### src/rtl/alu_seq_unit.sv
// alu_seq_unit: WIDTH-bit EX-stage ALU. Latency is 1 cycle, or WIDTH cycles for MULTU. Outputs hold while OutValid && !OutReady.
// ALU_SHIFT_EN adds SLL/SRL on Sel 100/101. Without it those codes take the Illegal path.
module alu_seq_unit #(
  parameter int WIDTH = 32,
  parameter int CNT_W = $clog2(WIDTH) + 1
) (
  input  logic             Clk,
  input  logic             Reset_n,
  input  logic             InValid,
  output logic             InReady,
  input  logic [2:0]       Sel,
  input  logic [WIDTH-1:0] DataA,
  input  logic [WIDTH-1:0] DataB,
  output logic             OutValid,
  input  logic             OutReady,
  output logic [WIDTH-1:0] DataOut,
  output logic [WIDTH-1:0] DataOutHi,
  output logic             Zero,
  output logic             Cout,
  output logic             Overflow,
  output logic             Illegal
);

  localparam logic [2:0] OP_AND   = 3'b000;
  localparam logic [2:0] OP_OR    = 3'b001;
  localparam logic [2:0] OP_ADD   = 3'b010;
  localparam logic [2:0] OP_MULTU = 3'b011;
  localparam logic [2:0] OP_SUB   = 3'b110;
  localparam logic [2:0] OP_SLT   = 3'b111;
`ifdef ALU_SHIFT_EN
  localparam logic [2:0] OP_SLL   = 3'b100;
  localparam logic [2:0] OP_SRL   = 3'b101;
`endif

  localparam logic [CNT_W-1:0] WIDTH_C = CNT_W'(WIDTH);
  localparam logic [CNT_W-1:0] CNT_ONE = CNT_W'(1);

  typedef enum logic {
    IDLE = 1'b0,
    MUL  = 1'b1
  } state_t;

  typedef struct packed {
    logic [WIDTH-1:0] lo;
    logic [WIDTH-1:0] hi;
    logic             zero;
    logic             cout;
    logic             overflow;
    logic             illegal;
  } res_t;

  state_t             state, stateNxt;
  res_t               res, resNxt, aluRes;
  logic               outValid, outValidNxt;
  logic [CNT_W-1:0]   cnt, cntNxt;
  logic [WIDTH-1:0]   mulA, mulANxt;
  logic [WIDTH-1:0]   mulB, mulBNxt;
  logic [2*WIDTH-1:0] acc, accNxt, accStep;
  logic [WIDTH:0]     mulSum;
  logic [WIDTH:0]     addSum, subSum;
  logic               accept;

  assign InReady = (state == IDLE) && (!outValid || OutReady);
  assign accept  = InValid && InReady;

  assign addSum = {1'b0, DataA} + {1'b0, DataB};
  assign subSum = {1'b0, DataA} + {1'b0, ~DataB} + {{WIDTH{1'b0}}, 1'b1};

`ifdef ALU_SHIFT_EN
  logic [CNT_W-2:0] shAmt;
  logic             shTooBig;
  assign shAmt    = DataB[CNT_W-2:0];
  assign shTooBig = ({1'b0, shAmt} >= WIDTH_C);
`endif

  // Single-cycle datapath; MULTU is sequenced by the FSM below.
  always_comb begin
    aluRes = '0;
    case (Sel)
      OP_AND: aluRes.lo = DataA & DataB;
      OP_OR:  aluRes.lo = DataA | DataB;
      OP_ADD: begin
        aluRes.lo       = addSum[WIDTH-1:0];
        aluRes.cout     = addSum[WIDTH];
        aluRes.overflow = (DataA[WIDTH-1] == DataB[WIDTH-1]) &&
                          (addSum[WIDTH-1] != DataA[WIDTH-1]);
      end
      OP_SUB: begin
        aluRes.lo       = subSum[WIDTH-1:0];
        aluRes.cout     = subSum[WIDTH];
        aluRes.overflow = (DataA[WIDTH-1] != DataB[WIDTH-1]) &&
                          (subSum[WIDTH-1] != DataA[WIDTH-1]);
      end
      OP_SLT:   aluRes.lo = {{(WIDTH-1){1'b0}}, ($signed(DataA) < $signed(DataB))};
      OP_MULTU: aluRes.illegal = 1'b0;
`ifdef ALU_SHIFT_EN
      OP_SLL: aluRes.lo = shTooBig ? '0 : (DataA << shAmt);
      OP_SRL: aluRes.lo = shTooBig ? '0 : (DataA >> shAmt);
`endif
      default: aluRes.illegal = 1'b1;
    endcase
    aluRes.zero = (aluRes.lo == '0);
  end

  // One shift-add step: conditional add into the upper half, then {carry, acc} >> 1.
  assign mulSum  = {1'b0, acc[2*WIDTH-1:WIDTH]} + (mulB[0] ? {1'b0, mulA} : '0);
  assign accStep = (2*WIDTH)'({mulSum, acc[WIDTH-1:0]} >> 1);

  always_comb begin
    stateNxt    = state;
    resNxt      = res;
    outValidNxt = outValid;
    cntNxt      = cnt;
    mulANxt     = mulA;
    mulBNxt     = mulB;
    accNxt      = acc;

    if (outValid && OutReady) begin
      outValidNxt = 1'b0;
    end

    case (state)
      IDLE: begin
        if (accept) begin
          if (Sel == OP_MULTU) begin
            mulANxt  = DataA;
            mulBNxt  = DataB;
            accNxt   = '0;
            cntNxt   = WIDTH_C;
            stateNxt = MUL;
          end else begin
            resNxt      = aluRes;
            outValidNxt = 1'b1;
          end
        end
      end
      MUL: begin
        accNxt  = accStep;
        mulBNxt = mulB >> 1;
        cntNxt  = cnt - CNT_ONE;
        if (cnt == CNT_ONE) begin
          resNxt.lo       = accStep[WIDTH-1:0];
          resNxt.hi       = accStep[2*WIDTH-1:WIDTH];
          resNxt.zero     = (accStep == '0);
          resNxt.cout     = 1'b0;
          resNxt.overflow = 1'b0;
          resNxt.illegal  = 1'b0;
          outValidNxt     = 1'b1;
          stateNxt        = IDLE;
        end
      end
      default: stateNxt = IDLE;
    endcase
  end

  always_ff @(posedge Clk or negedge Reset_n) begin
    if (!Reset_n) begin
      state    <= IDLE;
      res      <= '0;
      outValid <= 1'b0;
      cnt      <= '0;
      mulA     <= '0;
      mulB     <= '0;
      acc      <= '0;
    end else begin
      state    <= stateNxt;
      res      <= resNxt;
      outValid <= outValidNxt;
      cnt      <= cntNxt;
      mulA     <= mulANxt;
      mulB     <= mulBNxt;
      acc      <= accNxt;
    end
  end

  assign OutValid  = outValid;
  assign DataOut   = res.lo;
  assign DataOutHi = res.hi;
  assign Zero      = res.zero;
  assign Cout      = res.cout;
  assign Overflow  = res.overflow;
  assign Illegal   = res.illegal;

endmodule

### config.mk
export PLATFORM = sky130hd
export DESIGN_NAME = alu_seq_unit
export DESIGN_NICKNAME = d
export VERILOG_FILES = /design/src/rtl/alu_seq_unit.sv
export SDC_FILE = /design/constraint.sdc
export NUM_CORES = 1
export LEC_CHECK = 0
export ABC_AREA = 1
export CAP_MARGIN = 20
export CORE_UTILIZATION = 55
export CTS_BUF_LIST = sky130_fd_sc_hd__clkbuf_2
export CTS_CLUSTER_SIZE = 40
export DETAILED_ROUTE_END_ITERATION = 6
export PLACE_DENSITY = 0.86
export SLEW_MARGIN = 30
export SYNTH_ARGS = -nofsm -noshare
export SYNTH_HDL_FRONTEND = slang
export SYNTH_SLANG_ARGS = --single-unit
### constraint.sdc
create_clock -name Clk -period 3.8 [get_ports Clk]
set_clock_uncertainty 0.2 [all_clocks]
set_input_delay 0.76 -clock Clk [delete_from_list [all_inputs] [get_ports Clk]]
set_output_delay 0.76 -clock Clk [all_outputs]
set_load 0.005 [all_outputs]
==> results of run 1 <==
## logic make-up after synthesis
group           after synthesis
fa+ha+maj                   136
simple gates               1370
compound gates              380
xor+xnor                     19
buf+inv                     547
flops                       203
## cell type report
cell class                      instances  area (sq um)
Clock buffer                           71         355.3
Fill cell                            2562          8805
Tap cell                              390         488.0
Inverter                              458          1719
Clock inverter                         20         112.6
Antenna cell                            3         7.507
Multi-Input combinational cell       1905          9696
Sequential cell                       203          5081
Timing Repair Buffer                  429          3690
## power by group through the flow
stage	logic, W	registers, W	clock network (W)
2_1_floorplan	0.000911	0.00234	0
3_3_place_gp	0.00183	0.00235	0
3_5_place_dp	0.00187	0.00235	0
4_1_cts	0.00187	0.00231	0.00161
5_1_grt	0.00207	0.00232	0.00173
6_report	0.00192	0.00231	0.00160
## state kept, by name, summed over array words and instances, names as in the netlist, 6 cells and up
signal / cells
DataOut: 32
DataOutHi: 32
acc: 63
cnt: 6
mulA: 32
mulB: 32
## placed cells by master (no fill, tap or decap), types with 7 or more instances in the layout
master | Yosys | final
nor2_1 | 276 | 274
o21ai_0 | 145 | 144
nand2_2 | 13 | 14
xor2_1 | 9 | 9
a31oi_1 | 14 | 14
clkdlybuf4s50_1 | 0 | 139
ha_1 | 133 | 133
o21bai_1 | 7 | 7
xnor2_1 | 10 | 10
clkbuf_2 | 0 | 71
inv_1 | 451 | 450
o22ai_1 | 73 | 73
nand3_1 | 169 | 169
nor3_1 | 10 | 10
nor2_2 | 9 | 11
buf_12 | 0 | 9
a21oi_1 | 119 | 118
nand3b_1 | 15 | 15
nand4_1 | 27 | 27
or2_2 | 11 | 11
buf_4 | 10 | 279
dfrtp_1 | 203 | 202
clkinv_1 | 1 | 13
nand2_1 | 811 | 810
inv_2 | 6 | 8
## critical path: stages, from the launching register on
cell and delay, ns:
dfrtp_1 0.43, buf_4 0.19, nand2_1 0.06, inv_1 0.04, ha_1 0.39, nand2_1 0.18
nor2_1 0.22, nand2_1 0.07, nand2_1 0.23, nand2_1 0.08, nand2_1 0.23, xnor2_1 0.17
nand2_1 0.08, nor2_1 0.12, nand2_1 0.08, nor2_2 0.24, nand4_1 0.25, nand2_1 0.14
nand2_1 0.05, nand2_1 0.08
## through the flow
stage / setup slack [ns] / hold WS (ns) / utilization (%) / cell area [sq um] / std cells
3_3_place_gp: -0.3683 / 0.2514 / 68.96 / 20650 / 3384
2_1_floorplan: 0.7550 / 0.2403 / - / 16920 / 2655
6_report: 0.1929 / 0.1084 / 70.61 / 21150 / 3479
3_5_place_dp: -0.3876 / 0.2642 / 68.96 / 20650 / 3384
5_1_grt: 0.0004596 / 0.06299 / 70.61 / 21150 / 3479
4_1_cts: 0.03467 / 0.05501 / 70.55 / 21130 / 3476
## how the worst max path moves through the flow
stage,to,slack [ns],cells after the start
2_1_floorplan,Zero,0.75,26
3_3_place_gp,Zero,-0.37,21
3_5_place_dp,Zero,-0.39,21
4_1_cts,Zero,0.03,22
5_1_grt,Zero,0.0005,22
6_report,Zero,0.19,19
## what timing repair did
| action | CTS | global route |
|---|---|---|
| hold buffers | 1 | 0 |
| resized for setup | 0 | 4 |
| endpoints found under the hold margin | 109 | 0 |
| setup endpoints to repair | 0 | 1 |
| buffers inserted | 0 | 0 |
## per-layer routing
layer,track usage (%),up-vias,part of all wire [%]
met5,0,-,0
met4,23.54,0,5.9
li1,-,9185,-
met3,8.590,204,8.6
met2,69.08,923,46
met1,49.95,8981,39
==> impl_metrics.py, run 1 <==
metrics = {
    "synth": {
        "synth-adder-area-share_pct": 10.19,
        "synth_cells": 2655,
        "seq_area_frac_synth_pct": 30.03,
        "yosys.cell_count.top_type": "nand2_1",
        "syn_nets": 2862,
        "synth_area_sq_um": 16910,
        "synth-simple-area-share_pct": 33.73,
        "synth_top_flop_cell": "dfrtp_1",
        "avgSynthCellArea_sq_um": 6.371,
        "ys_top_cells_by_count": "811 x nand2_1, 451 x inv_1, 276 x nor2_1",
        "synth_top_area_share_pct": 30.03,
        "synth_xor_area_share_pct": 0.9838,
        "synthMuxAreaShare_pct": 0,
        "ys_warn_count": 0,
        "async_flop_share_pct": 100.0,
        "yosysTopAreaCell": "dfrtp_1",
        "synth-seq-cells": 203,
        "synth_compound_area_share_pct": 12.34,
        "synth_top_family_by_area": "simple AND/OR/NAND/NOR gates",
        "synth_area_leaders": "dfrtp_1 30%, nand2_1 18%, inv_1 10%",
        "synth_edf_count": 0,
        "ys_types": 46,
    },
    "timing": {
        "max_freq_mhz": 277.2,
        "min_period_ns": 3.607,
        "tightest_slew_ns": 0.7273,
        "drv_slew": 0,
        "setup_violations": 0,
        "finalHoldViolCount": 0,
        "rsz0062_at_grt": "no",
        "fin_crit_sh_pct": 94.92,
        "tns_ns": 0,
        "slew_headroom_pct": 50.83,
    },
    "global_route": {
        "antenna_found_initial": 3,
        "grt_overflow": 0,
        "grt_usage_pct": 41.57,
        "grt_max_degree": 88,
        "grt_pass1_wl_um": 98930,
        "grt_pass1_vias": 18730,
    },
    "floorplan": {
        "die_y_um": 177.4,
        "start_util_pct": 56.47,
        "die_w_um": 177.4,
        "coreArea_sq_um": 29950,
        "rows": 63,
        "dieArea_sq_um": 31460,
        "pin_count": 141,
    },
    "worst_setup_path": {
        "cp_max_fo": 12,
        "critPathLaunchType": "register",
        "worstPathRequired_ns": 4.54,
        "reg2reg_depth": 19,
        "timing.rr.end": "Zero",
        "r2r_start": "mulB[0]",
        "reg2reg_slack_ns": 0.19,
        "endpoint_kind": "register",
        "worstSetupPathType": "register to register",
        "crit_start": "mulB[0]",
        "arrival_ns": 4.35,
    },
    "power": {
        "pwr-share-seq_pct": 39.7,
        "intPower_w": 0.003619,
        "leakagePower_nw": 11.87,
        "swShare_pct": 37.97,
        "p_clk_share_pct": 27.5,
        "p_switching_w": 0.002215,
        "p_per_area_nw_per_um2": 275.9,
        "p_total_w": 0.005835,
        "combPwrFrac_pct": 32.9,
        "vdd_ir_drop_max_uv": 278.6,
    },
    "placement": {
        "gp_congestion": 1.044,
        "portBuffers": 140,
        "dp_hpwl_um": 52200,
    },
    "cts": {
        "clkLatencyLatePin_ns": 1.07,
        "cts_made_buffers": 54,
        "clock_sinks": 203,
        "clock_path_buffers": 3,
        "h-tree-depth": 2,
        "cts_tree": "done",
        "root_buffer": "clkbuf_2",
        "clkTransAtPathRegs_ns": 0.11,
    },
    "run_status": {
        "status": "finished, violations left",
        "violations": "DRC",
    },
    "hold_path": {
        "hold_depth": 3,
        "min_to": "mulA[11]",
        "hp-class": "primary input to register",
        "hp-start": "DataA[11]",
    },
    "routing": {
        "drt_iter0_markers": 1814,
        "avgViaCountPerCell": 5.546,
        "dr.pass1.iters": 7,
        "num_vias": 19290,
        "routed_wl_um": 64870,
        "routedWlPerCell_um": 18.65,
        "ant_nets": 0,
        "drc_errors": 1,
    },
    "layout": {
        "layout-drive-gt1-share_pct": 13.90,
        "nNetsFinal": 3258,
        "area_growth_pct": 25.03,
    },
    "flow_run": {
        "drv_cap": 0,
    },
}
(Power assumes the default switching activity.)
==> run 2, diff against run 1 <==
Settings changed: SKIP_LAST_GASP from default to 1.
==> results of run 2 <==
Final layout, timing and power as in run 1 (identical DEF).
==> run 3, diff against run 2 <==
==> constraint.sdc (replaced) <==
create_clock -name Clk -period 3.8 [get_ports Clk]
set_clock_uncertainty 0.2 [all_clocks]
set_input_delay 0.76 -clock Clk [delete_from_list [all_inputs] [get_ports Clk]]
set_output_delay 0.76 -clock Clk [all_outputs]
set_load 0.1 [all_outputs]
==> run 3 against run 2 <==
Global-route usage shrank 0.63 points; critical path depth grew 3; sequential power is essentially flat; critical endpoint unchanged; combinational power grew 16%; final cell count shrank 0.20%; design area shrank 0.27%; the run now ends clean.
==> impl_metrics.py, run 3 (same netlist as run 1, synthesis figures left out) <==
metrics = {
    "placement": {
        "dp_hpwl_um": 51490,
        "portBuffers": 140,
        "place_area_sq_um": 20560,
        "gp_congestion": 1.038,
    },
    "timing": {
        "slew_headroom_pct": 30.74,
        "holdWs_ns": 0.1562,
        "rsz0062_at_grt": "no",
        "tightest_slew_ns": 1.036,
        "max_freq_mhz": 280.8,
        "min_period_ns": 3.561,
        "drv_slew": 0,
        "finalHoldViolCount": 0,
        "fin_crit_sh_pct": 93.70,
        "setup_violations": 0,
    },
    "cts": {
        "cts_made_buffers": 53,
        "clkLatencyLatePin_ns": 0.98,
        "root_buffer": "clkbuf_2",
        "clkTransAtPathRegs_ns": 0.11,
        "clock_path_buffers": 3,
        "clock_sinks": 203,
        "cts_tree": "done",
        "h-tree-depth": 2,
    },
    "floorplan": {
        "start_util_pct": 56.47,
        "die_y_um": 177.4,
        "rows": 63,
        "pin_count": 141,
        "dieArea_sq_um": 31460,
        "die_w_um": 177.4,
        "coreArea_sq_um": 29950,
    },
    "power": {
        "pwr-share-seq_pct": 37.2,
        "intPower_w": 0.003705,
        "p_switching_w": 0.002511,
        "leakagePower_nw": 11.87,
        "vdd_ir_drop_max_uv": 335.4,
        "p_per_area_nw_per_um2": 294.7,
        "p_clk_share_pct": 26.9,
        "combPwrFrac_pct": 35.9,
        "p_total_w": 0.006216,
        "swShare_pct": 40.40,
    },
    "run_status": {
        "status": "finished, final reports clean",
    },
    "layout": {
        "largest_register_ffs": 63,
        "final_common_cell": "nand2_1",
        "area_growth_pct": 24.69,
        "top_register": "acc",
        "fin_area_sq_um": 21090,
        "fin_util_pct": 70.41,
        "mostFrequentLayoutCells": "810 x nand2_1, 450 x inv_1, 274 x nor2_1, 274 x buf_4, 202 x dfrtp_1",
        "layout-drive-gt1-share_pct": 13.96,
        "nNetsFinal": 3248,
    },
    "worst_setup_path": {
        "reg2reg_depth": 22,
        "arrival_ns": 4.22,
        "endpoint_kind": "register",
        "max_stage_delay_ns": 0.44,
        "critPathLaunchType": "register",
        "worstPathCellList": "buf_4 -> nand2_1 -> fa_1 -> inv_1 -> nand2_1 -> a21oi_2 -> nand2_1 -> nand2_1 -> nand2_1 -> nand2_2 -> nand2_1 -> nand2_1 -> nand2_1 -> nand2_1 -> nand2_1 -> nor2_1 -> nand2_1 -> nor2_1 -> nand4_1 -> nand2_1 -> nand2_1 -> nand2_1",
        "worstPathRequired_ns": 4.46,
        "worstSetupPathType": "register to register",
        "cp_max_fo": 15,
        "crit_path_top_delay_cell": "fa_1",
        "critPathTopFamily": "simple AND/OR/NAND/NOR gates",
        "crit_cells": 22,
        "cp_common_cell": "nand2_1",
        "crit_buf_inv": 2,
    },
    "global_route": {
        "grt_overflow": 0,
        "grt_max_degree": 88,
        "antenna_found_initial": 3,
        "grt_pass1_wl_um": 98040,
        "grt_usage_pct": 40.94,
        "grt_pass1_vias": 18660,
    },
    "routing": {
        "avgViaCountPerCell": 5.465,
        "drc_errors": 0,
        "routedWlPerCell_um": 18.19,
        "dr.pass1.iters": 6,
        "num_vias": 18970,
        "routed_wl_um": 63150,
        "drt_iter0_markers": 1574,
        "ant_nets": 0,
    },
    "flow_run": {
        "drv_cap": 0,
    },
    "hold_path": {
        "hp-class": "primary input to asynchronous set/reset pin",
    },
}
run 3: worst paths after layout:
check / start / endpoint / slack, ns
max in group asynchronous: Reset_n / mulB[19] / 2.41
worst min-delay path: Reset_n / acc[38] / 0.16
worst max register to register: mulB[0] / Zero / 0.24
min in group Clk: OutReady / OutValid / 0.17
worst max-delay path: mulB[0] / Zero / 0.24
worst min register to register: acc[15] / acc[14] / 0.26
run 3: power by group through the flow:
stage | combinational [W] | sequential [W] | clock, W
6_report | 0.00223 | 0.00231 | 0.00167
3_5_place_dp | 0.00219 | 0.00235 | 0
2_1_floorplan | 0.000919 | 0.00267 | 0
3_3_place_gp | 0.00216 | 0.00235 | 0
5_1_grt | 0.00239 | 0.00232 | 0.00180
4_1_cts | 0.00220 | 0.00231 | 0.00170
run 3: timing repair:
item / CTS / global route
gates resized for setup: 0 / 5
setup buffers: 0 / 0
endpoints found under the setup margin: 0 / 1
hold buffers: 1 / 0
hold endpoints to repair: 96 / 0
run 3: cell type report:
cell class	count	area, sq um
repair buffers	420	3587
well taps	390	488.0
diodes	2	5.005
clock inverters	18	130.1
flip-flops and latches	203	5081
fillers	2611	8862
multi-input cells	1905	9701
inverters	458	1719
clock buffers	76	380.4
run 3: through the flow:
stage / setup WS (ns) / TNS [ns] / cells
final: 0.2393 / 0 / 3472
after CTS: 0.08445 / 0 / 3470
after global placement: -0.1486 / -0.2125 / 3375
after detailed placement: -0.1614 / -0.2613 / 3375
after global routing: 0.004046 / 0 / 3472
after floorplan: 0.009776 / 0 / 2655
run 3: per-layer routing:
metal | up-vias | part of all wire, % | GRT usage [%]
met5 | - | 0.022 | 0
met4 | 2 | 6.2 | 25.07
met3 | 202 | 7.9 | 6.727
met2 | 826 | 45 | 66.39
met1 | 8779 | 41 | 50.98
li1 | 9164 | - | -
